## src/rtl/vuart_bus_arbiter.sv

```systemverilog
// vuart_bus_arbiter: round-robin sharing of the virtual-UART register port between requesters
module vuart_bus_arbiter #(
    parameter int NUM_REQ    = 2,
    parameter int ADDR_W     = 9,
    parameter int DATA_W     = 32,
    parameter int RD_LATENCY = 1
) (
    input  logic                        clk,
    input  logic                        rst,
    input  logic [NUM_REQ-1:0]          i_req_valid,
    output logic [NUM_REQ-1:0]          o_req_ready,
    input  logic [NUM_REQ-1:0]          i_req_write,
    input  logic [NUM_REQ*ADDR_W-1:0]   i_req_addr,
    input  logic [NUM_REQ*DATA_W-1:0]   i_req_wdata,
    output logic [NUM_REQ-1:0]          o_rsp_valid,
    output logic [DATA_W-1:0]           o_rsp_rdata,
    output logic [ADDR_W-1:0]           o_urt_addr,
    output logic                        o_urt_write,
    output logic [DATA_W-1:0]           o_urt_writedata,
    output logic                        o_urt_read,
    input  logic [DATA_W-1:0]           i_urt_readdata,
    output logic                        o_busy,
    output logic [$clog2(NUM_REQ)-1:0]  o_grant_id
);
    localparam int GW = $clog2(NUM_REQ);

    typedef enum logic [1:0] {S_IDLE, S_ISSUE, S_WAIT, S_RESP} state_t;

    state_t            r_state, w_next;
    logic [GW-1:0]     r_last, r_gid, w_win;
    logic              w_found, w_accept, r_wr;
    logic [ADDR_W-1:0] r_addr;
    logic [DATA_W-1:0] r_wdata, r_rdata;
    logic [2:0]        r_cnt;

    assign o_urt_addr      = r_addr;
    assign o_urt_writedata = r_wdata;
    assign o_grant_id      = r_gid;
    assign o_busy          = r_state != S_IDLE;
    assign o_rsp_rdata     = (r_state == S_RESP && !r_wr) ? r_rdata : '0;

    // Pick the first valid requester searching upward from the one after the last grant.
    always_comb begin
        w_found = 1'b0;
        w_win   = '0;
        for (int k = NUM_REQ; k >= 1; k--) begin
            if (i_req_valid[(int'(r_last) + k) % NUM_REQ]) begin
                w_found = 1'b1;
                w_win   = GW'((int'(r_last) + k) % NUM_REQ);
            end
        end
    end

    // Next state, UART strobes and requester handshakes.
    always_comb begin
        w_next      = r_state;
        w_accept    = 1'b0;
        o_req_ready = '0;
        o_rsp_valid = '0;
        o_urt_write = 1'b0;
        o_urt_read  = 1'b0;
        case (r_state)
            S_IDLE: begin
                if (w_found && !rst) begin
                    w_accept           = 1'b1;
                    o_req_ready[w_win] = 1'b1;
                    w_next             = S_ISSUE;
                end
            end
            S_ISSUE: begin
                o_urt_write = r_wr;
                o_urt_read  = !r_wr;
                w_next      = r_wr ? S_RESP : S_WAIT;
            end
            S_WAIT: w_next = (r_cnt == '0) ? S_RESP : S_WAIT;
            S_RESP: begin
                o_rsp_valid[r_gid] = 1'b1;
                w_next             = S_IDLE;
            end
            default: w_next = S_IDLE;
        endcase
    end

    // State register; reset wins over every transition.
    always_ff @(posedge clk) begin
        if (rst) r_state <= S_IDLE;
        else     r_state <= w_next;
    end

    // Capture the granted payload, count read latency and latch read data.
    always_ff @(posedge clk) begin
        if (rst) begin
            r_last  <= GW'(NUM_REQ - 1);
            r_gid   <= '0;
            r_wr    <= 1'b0;
            r_addr  <= '0;
            r_wdata <= '0;
            r_rdata <= '0;
            r_cnt   <= '0;
        end else begin
            if (w_accept) begin
                r_gid   <= w_win;
                r_wr    <= i_req_write[w_win];
                r_addr  <= i_req_addr[int'(w_win)*ADDR_W +: ADDR_W];
                r_wdata <= i_req_wdata[int'(w_win)*DATA_W +: DATA_W];
            end
            if (r_state == S_ISSUE) r_cnt <= 3'(RD_LATENCY - 1);
            if (r_state == S_WAIT) begin
                if (r_cnt == '0) r_rdata <= i_urt_readdata;
                else             r_cnt   <= r_cnt - 3'd1;
            end
            if (r_state == S_RESP) r_last <= r_gid;
        end
    end
endmodule
```

## config.mk

```make
export PLATFORM = sky130hd
export DESIGN_NAME = vuart_bus_arbiter
export DESIGN_NICKNAME = d
export VERILOG_FILES = /design/src/rtl/vuart_bus_arbiter.sv
export SDC_FILE = /design/constraint.sdc
export NUM_CORES = 1
export LEC_CHECK = 0
export CAP_MARGIN = 0
export CORE_ASPECT_RATIO = 2
export CORE_UTILIZATION = 43
export CTS_CLUSTER_DIAMETER = 30
export DETAILED_ROUTE_END_ITERATION = 7
export PLACE_DENSITY_LB_ADDON = 0.3
export SLEW_MARGIN = 20
export SYNTH_ARGS = -nofsm -noshare
export SYNTH_HDL_FRONTEND = slang
export SYNTH_SLANG_ARGS = --single-unit
```

## constraint.sdc

```tcl
create_clock -name clk -period 5.2 [get_ports clk]
set_clock_uncertainty 0.2 [all_clocks]
set_input_delay 1.04 -clock clk [delete_from_list [all_inputs] [get_ports clk]]
set_output_delay 1.04 -clock clk [all_outputs]
set_load 0.1 [all_outputs]
```

Yosys cells after proc, flatten, opt, wreduce, memory -nomap -nowiden
Cells that the tools add are included.
{"block": "word_totals", "rom_bits": 0, "regBits": 81, "wordCells": 67, "latch_bits": 0, "n_memories": 0, "output_inout_bits": 81, "input_bits": 120, "ramBits": 0}
{"block": "op_classes", "muxes": 31, "n_div": 0, "n_lt_le_gt_ge": 6, "bitwise_logic": 2, "n_shift": 2, "mul": 1, "n_eq_ne": 4, "n_reduce_logical": 10, "addsub": 3}
{"op": "indexed part select 64 x 7 -> 32 bit", "count": 1}
{"op": "2-to-1 mux 32 bit", "count": 1}
{"op": "2-to-1 mux 1 bit", "count": 20}
{"op": "indexed part select 18 x 6 -> 9 bit", "count": 1}
{"op": "2-to-1 mux 3 bit", "count": 3}
{"op": "2-to-1 mux 2 bit", "count": 4}
{"op": "case mux 2 bit (4 select lines)", "count": 1}
{"op": "< comparator 2 x 3 -> 1 bit (second input constant)", "count": 2}
{"op": "multiplier 1 x 4 -> 5 bit (second input constant)", "count": 1}
{"op": "== test 2 bit (second input constant)", "count": 2}
{"op": "logical AND 1 bit", "count": 4}
{"op": "< comparator 1 x 2 -> 1 bit (second input constant)", "count": 2}
{"op": "zero test 3 bit", "count": 1}
{"op": "subtractor 3 x 1 -> 3 bit (second input constant)", "count": 1}
{"op": "adder 1 bit (second input constant)", "count": 2}
{"op": "bitwise AND 1 bit (first input constant)", "count": 2}
{"op": "demux 1 bit (select 1 bit)", "count": 2}
{"op": "== test 2 x 1 -> 1 bit (second input constant)", "count": 1}
{"op": "greater-or-equal comparator 1 bit (second input constant)", "count": 2}
{"op": "zero test 1 bit", "count": 2}
{"op": "zero test 2 bit", "count": 1}
{"op": "inequality test 2 bit (second input constant)", "count": 1}
{"op": "AND reduction 2 bit", "count": 1}
{"op": "nonzero test 2 bit", "count": 1}

Depth between registers and ports, before layout
{"block": "logic_depth", "ltp_word": 13, "mapped_depth": 8, "ltp_nobuf": 5}

Least setup slack after synthesis
No wires, ideal clock.
{"block": "synth_path", "kind": "input to output", "start": "input port rst", "end": "output port o_req_ready[0]", "slack_ns": 1.008, "t_required_ns": 3.960, "n_path_buf": 3, "t_arrival_ns": 2.952, "path_stages": 6, "cell_sequence": "buf_4 nor2b_1 buf_2 buf_2 nand2_1 nor2_1"}
{"block": "synth_via", "elab_chain_len": 4}
{"item": "start: declaration", "line_no": "9", "source": "input logic rst,"}
{"item": "zero test 1 bit", "line_no": "64", "source": "if (w_found && !rst) begin"}
{"item": "logical AND 1 bit", "line_no": "64"}
{"item": "2-to-1 mux 2 bit", "line_no": "64"}
{"item": "2-to-1 mux 2 bit", "line_no": "62", "source": "case (r_state)"}
{"item": "end: declaration", "line_no": "11", "source": "output logic [NUM_REQ-1:0] o_req_ready,"}
No other way between the ends.

Worst setup path in the final report
{"block": "layout_path", "start": "register r_state[0]", "end": "output port o_busy"}
{"block": "layout_via", "elab_chain_len": 1}
{"item": "start: declaration", "line_no": "29", "source": "state_t r_state, w_next;"}
{"item": "start signal: assignment", "line_no": "87", "source": "else r_state <= w_next;"}
{"item": "nonzero test 2 bit", "line_no": "39", "source": "assign o_busy = r_state != S_IDLE;"}
{"item": "end: declaration", "line_no": "22", "source": "output logic o_busy,"}
No other way between the ends.

==> qor.txt <==
Status -> completed
Worst path cell trace -> inv_1 -> ha_1 -> inv_1 -> clkdlybuf4s50_1
Clock-pin slew on the worst setup and hold paths -> 0.06 ns
Clk_lat worst skew -> 0.33 ns
Cell mode on critical path -> inv_1
Crit Path Category -> flip-flop to output port
Number of global-route vias before repair -> 3,918
Post-Syn Area -> 3970 µm²
Synth async-reset ratio -> 0
Final setup viols -> 0
Tightest Pin Transition -> 1.06 ns
Initial antenna violation count -> 0
RSZ-0062 raised after global routing -> false
Top Metal Used -> met4
CP required -> 3.96 ns
Post-synth EDFFs -> 0
Vias -> 3,945
Synth Area in Compound Gates -> 0.272
Syn Area/Cell -> 8.41 µm²
DRT Wirelength -> 11,300 µm
Initial Util -> 0.444
Die height -> 138 µm
Synth Warn # -> 0
Seq cells post-synth -> 81
Sequential fraction of the synthesis area -> 0.408
Die width -> 70.0 µm
Sink Count -> 81
Post-CTS Hold Fix Bufs -> 0
Via density -> 5.25
Synth Area in XOR/XNOR -> 0
Met3 wire len -> 853 µm
Antenna cells -> 0
Slew Limit Headroom -> 0.291
PortBufs -> 200
Slew Limit Fails -> 0
Final Critical Period -> 3.58 ns
Hold WS -> 0.249 ns
Final hold vios -> 0
Worst min path class -> flip-flop to flip-flop
Syn Nets -> 598
Setup bufs post-CTS -> 0
CTS root buffer -> clkbuf_16
Layout cells sized above 1 -> 0.158
Num ports -> 201
Starting DRT DRC Count -> 152
CP endpoint kind -> output port
Area grow syn2layout -> 55.5%
Mux share of post-synthesis cell area -> 0.00252
Main synth FF type -> dfxtp_1
Simple-Gate Fraction of Synth Area -> 0.223
Most common cell in the netlist -> nand2_1
Full die area -> 9650 µm²
Setup TNS -> 0 ns
Crit path DAT -> 2.34 ns
Top cell type's share of synthesized area -> 0.408
CTS buffer count -> 9
Total track usage -> 0.234
Max Freq -> 0.279 GHz
Yosys top cell by area -> dfxtp_1
WL met2 -> 6060 µm
P per Cell Area -> 539 nW/µm²
First-pass DRT Iterations -> 4
Std-Cell Rows -> 49
# nets final -> 771
Worst r2r path cells -> 6
Core area -> 8950 µm²
First-pass GRT wire length -> 18,100 µm
Post-DRT Antenna Nets -> 0
Crit start category -> flip-flop
Post-CTS sizing -> 0
Synth cell types -> 29
CTS tree -> yes
Post-Synth Adder-Cell Area -> 0.0189
Met1 WL -> 4110 µm
Clock Path Buffers -> 2
Slowest stage cell, crit path -> clkdlybuf4s50_1
Max-cap viol count -> 0
Commonest cells in the netlist -> nand2_1 (149), dfxtp_1 (81), a21oi_1 (78)
Drt drc -> 0
Synth Instances -> 472
Largest net degree at the start of global routing -> 82
Filler cell count -> 726
Final HPWL DP -> 7960 µm
Hold Path Depth -> 2
VDD IR max -> 361 µV
Worst path max stage delay -> 1.18 ns
Routability Congestion -> 0.801
GRT overflow -> 0
Synth area leaders -> dfxtp_1 (41%), a311oi_2 (15%), nand2_1 (14%)
H-tree lvl count -> 3
Cell leakage power -> 2.33 nW
Period utilization -> 0.689
Worst Path Max Fanout -> 4
DR WL/cell -> 15.0 µm
Largest family of logic cells by synthesized area -> compound AO/OA/AOI/OAI gates
[sequential cells by signal, summed over array words and instances (netlist names)]
register and count:
o_urt_writedata 32, r_wr 1, o_urt_addr 9, o_grant_id 1, r_state 2, r_last 1, r_cnt 3, r_rdata 32
[placed cells by master (no fill, tap or decap), drive strengths merged, types with 3 or more instances in the layout]
master,n
ha,6
or3,3
buf,41
nor2,7
a21oi,78
clkbuf,12
nand2,149
inv,8
nor2b,5
o21ai,3
and2,35
bufinv,3
a311oi,42
dfxtp,81
clkdlybuf4s50,165
[critical path, delay by kind of cell (launching register included)]
family,cells,cell delay (ns)
buffers and inverters,3,1.37
adders and majority gates,1,0.26
DFF,1,0.39
[per-stage QoR]
stage               std cells  utilization  cell area [µm²]  power (W)  setup slack [ns]
floorplan                 472            -             3970    0.00222              1.01
detailed placement        736        0.649             5810    0.00259              1.68
global placement          735        0.648             5800    0.00255              1.70
finish                    752        0.690             6170    0.00333              1.62
global route              752        0.690             6170    0.00348              1.48
CTS                       752        0.690             6170    0.00336              1.58
[final timing paths]
path	from	endpoint	slack, ns
min	r_rdata[8]	r_rdata[8]	0.25
min reg2reg	r_rdata[8]	r_rdata[8]	0.25
max	r_state[0]	o_busy	1.62
max reg2reg	r_state[0]	o_urt_addr[1]	2.66
[final cells by class]
type / instances / area, µm² / area share
clock buffer: 12 / 267 / 0.0432
timing repair buffer: 206 / 1960 / 0.318
sequential: 81 / 1620 / 0.263
inverter: 8 / 30.0 / 0.00486
clock inverter: 4 / 97.6 / 0.0158
tap: 102 / 128 / 0.0207
multi-input combinational: 339 / 2070 / 0.335
[where the power goes]
part / leakage [nW] / switching (W) / internal [W]
combinational: 1.49 / 0.00124 / 0.000480
sequential: 0.663 / 0.0000822 / 0.000775
clock: 0.175 / 0.000242 / 0.000508
total: 2.33 / 0.00156 / 0.00176
[cells by family after synthesis]
logic type      Yosys count
fa+ha+maj                 6
buf+inv                  52
flops                    81
simple gates            203
compound gates          129
mux                       1
[layer usage]
layer	track usage	vias to the layer above
met2	0.422	170
met5	0	-
met3	0.0705	17
met4	0.0956	0
li1	-	1949
met1	0.253	1809
Power figures use the tool's default switching activity.
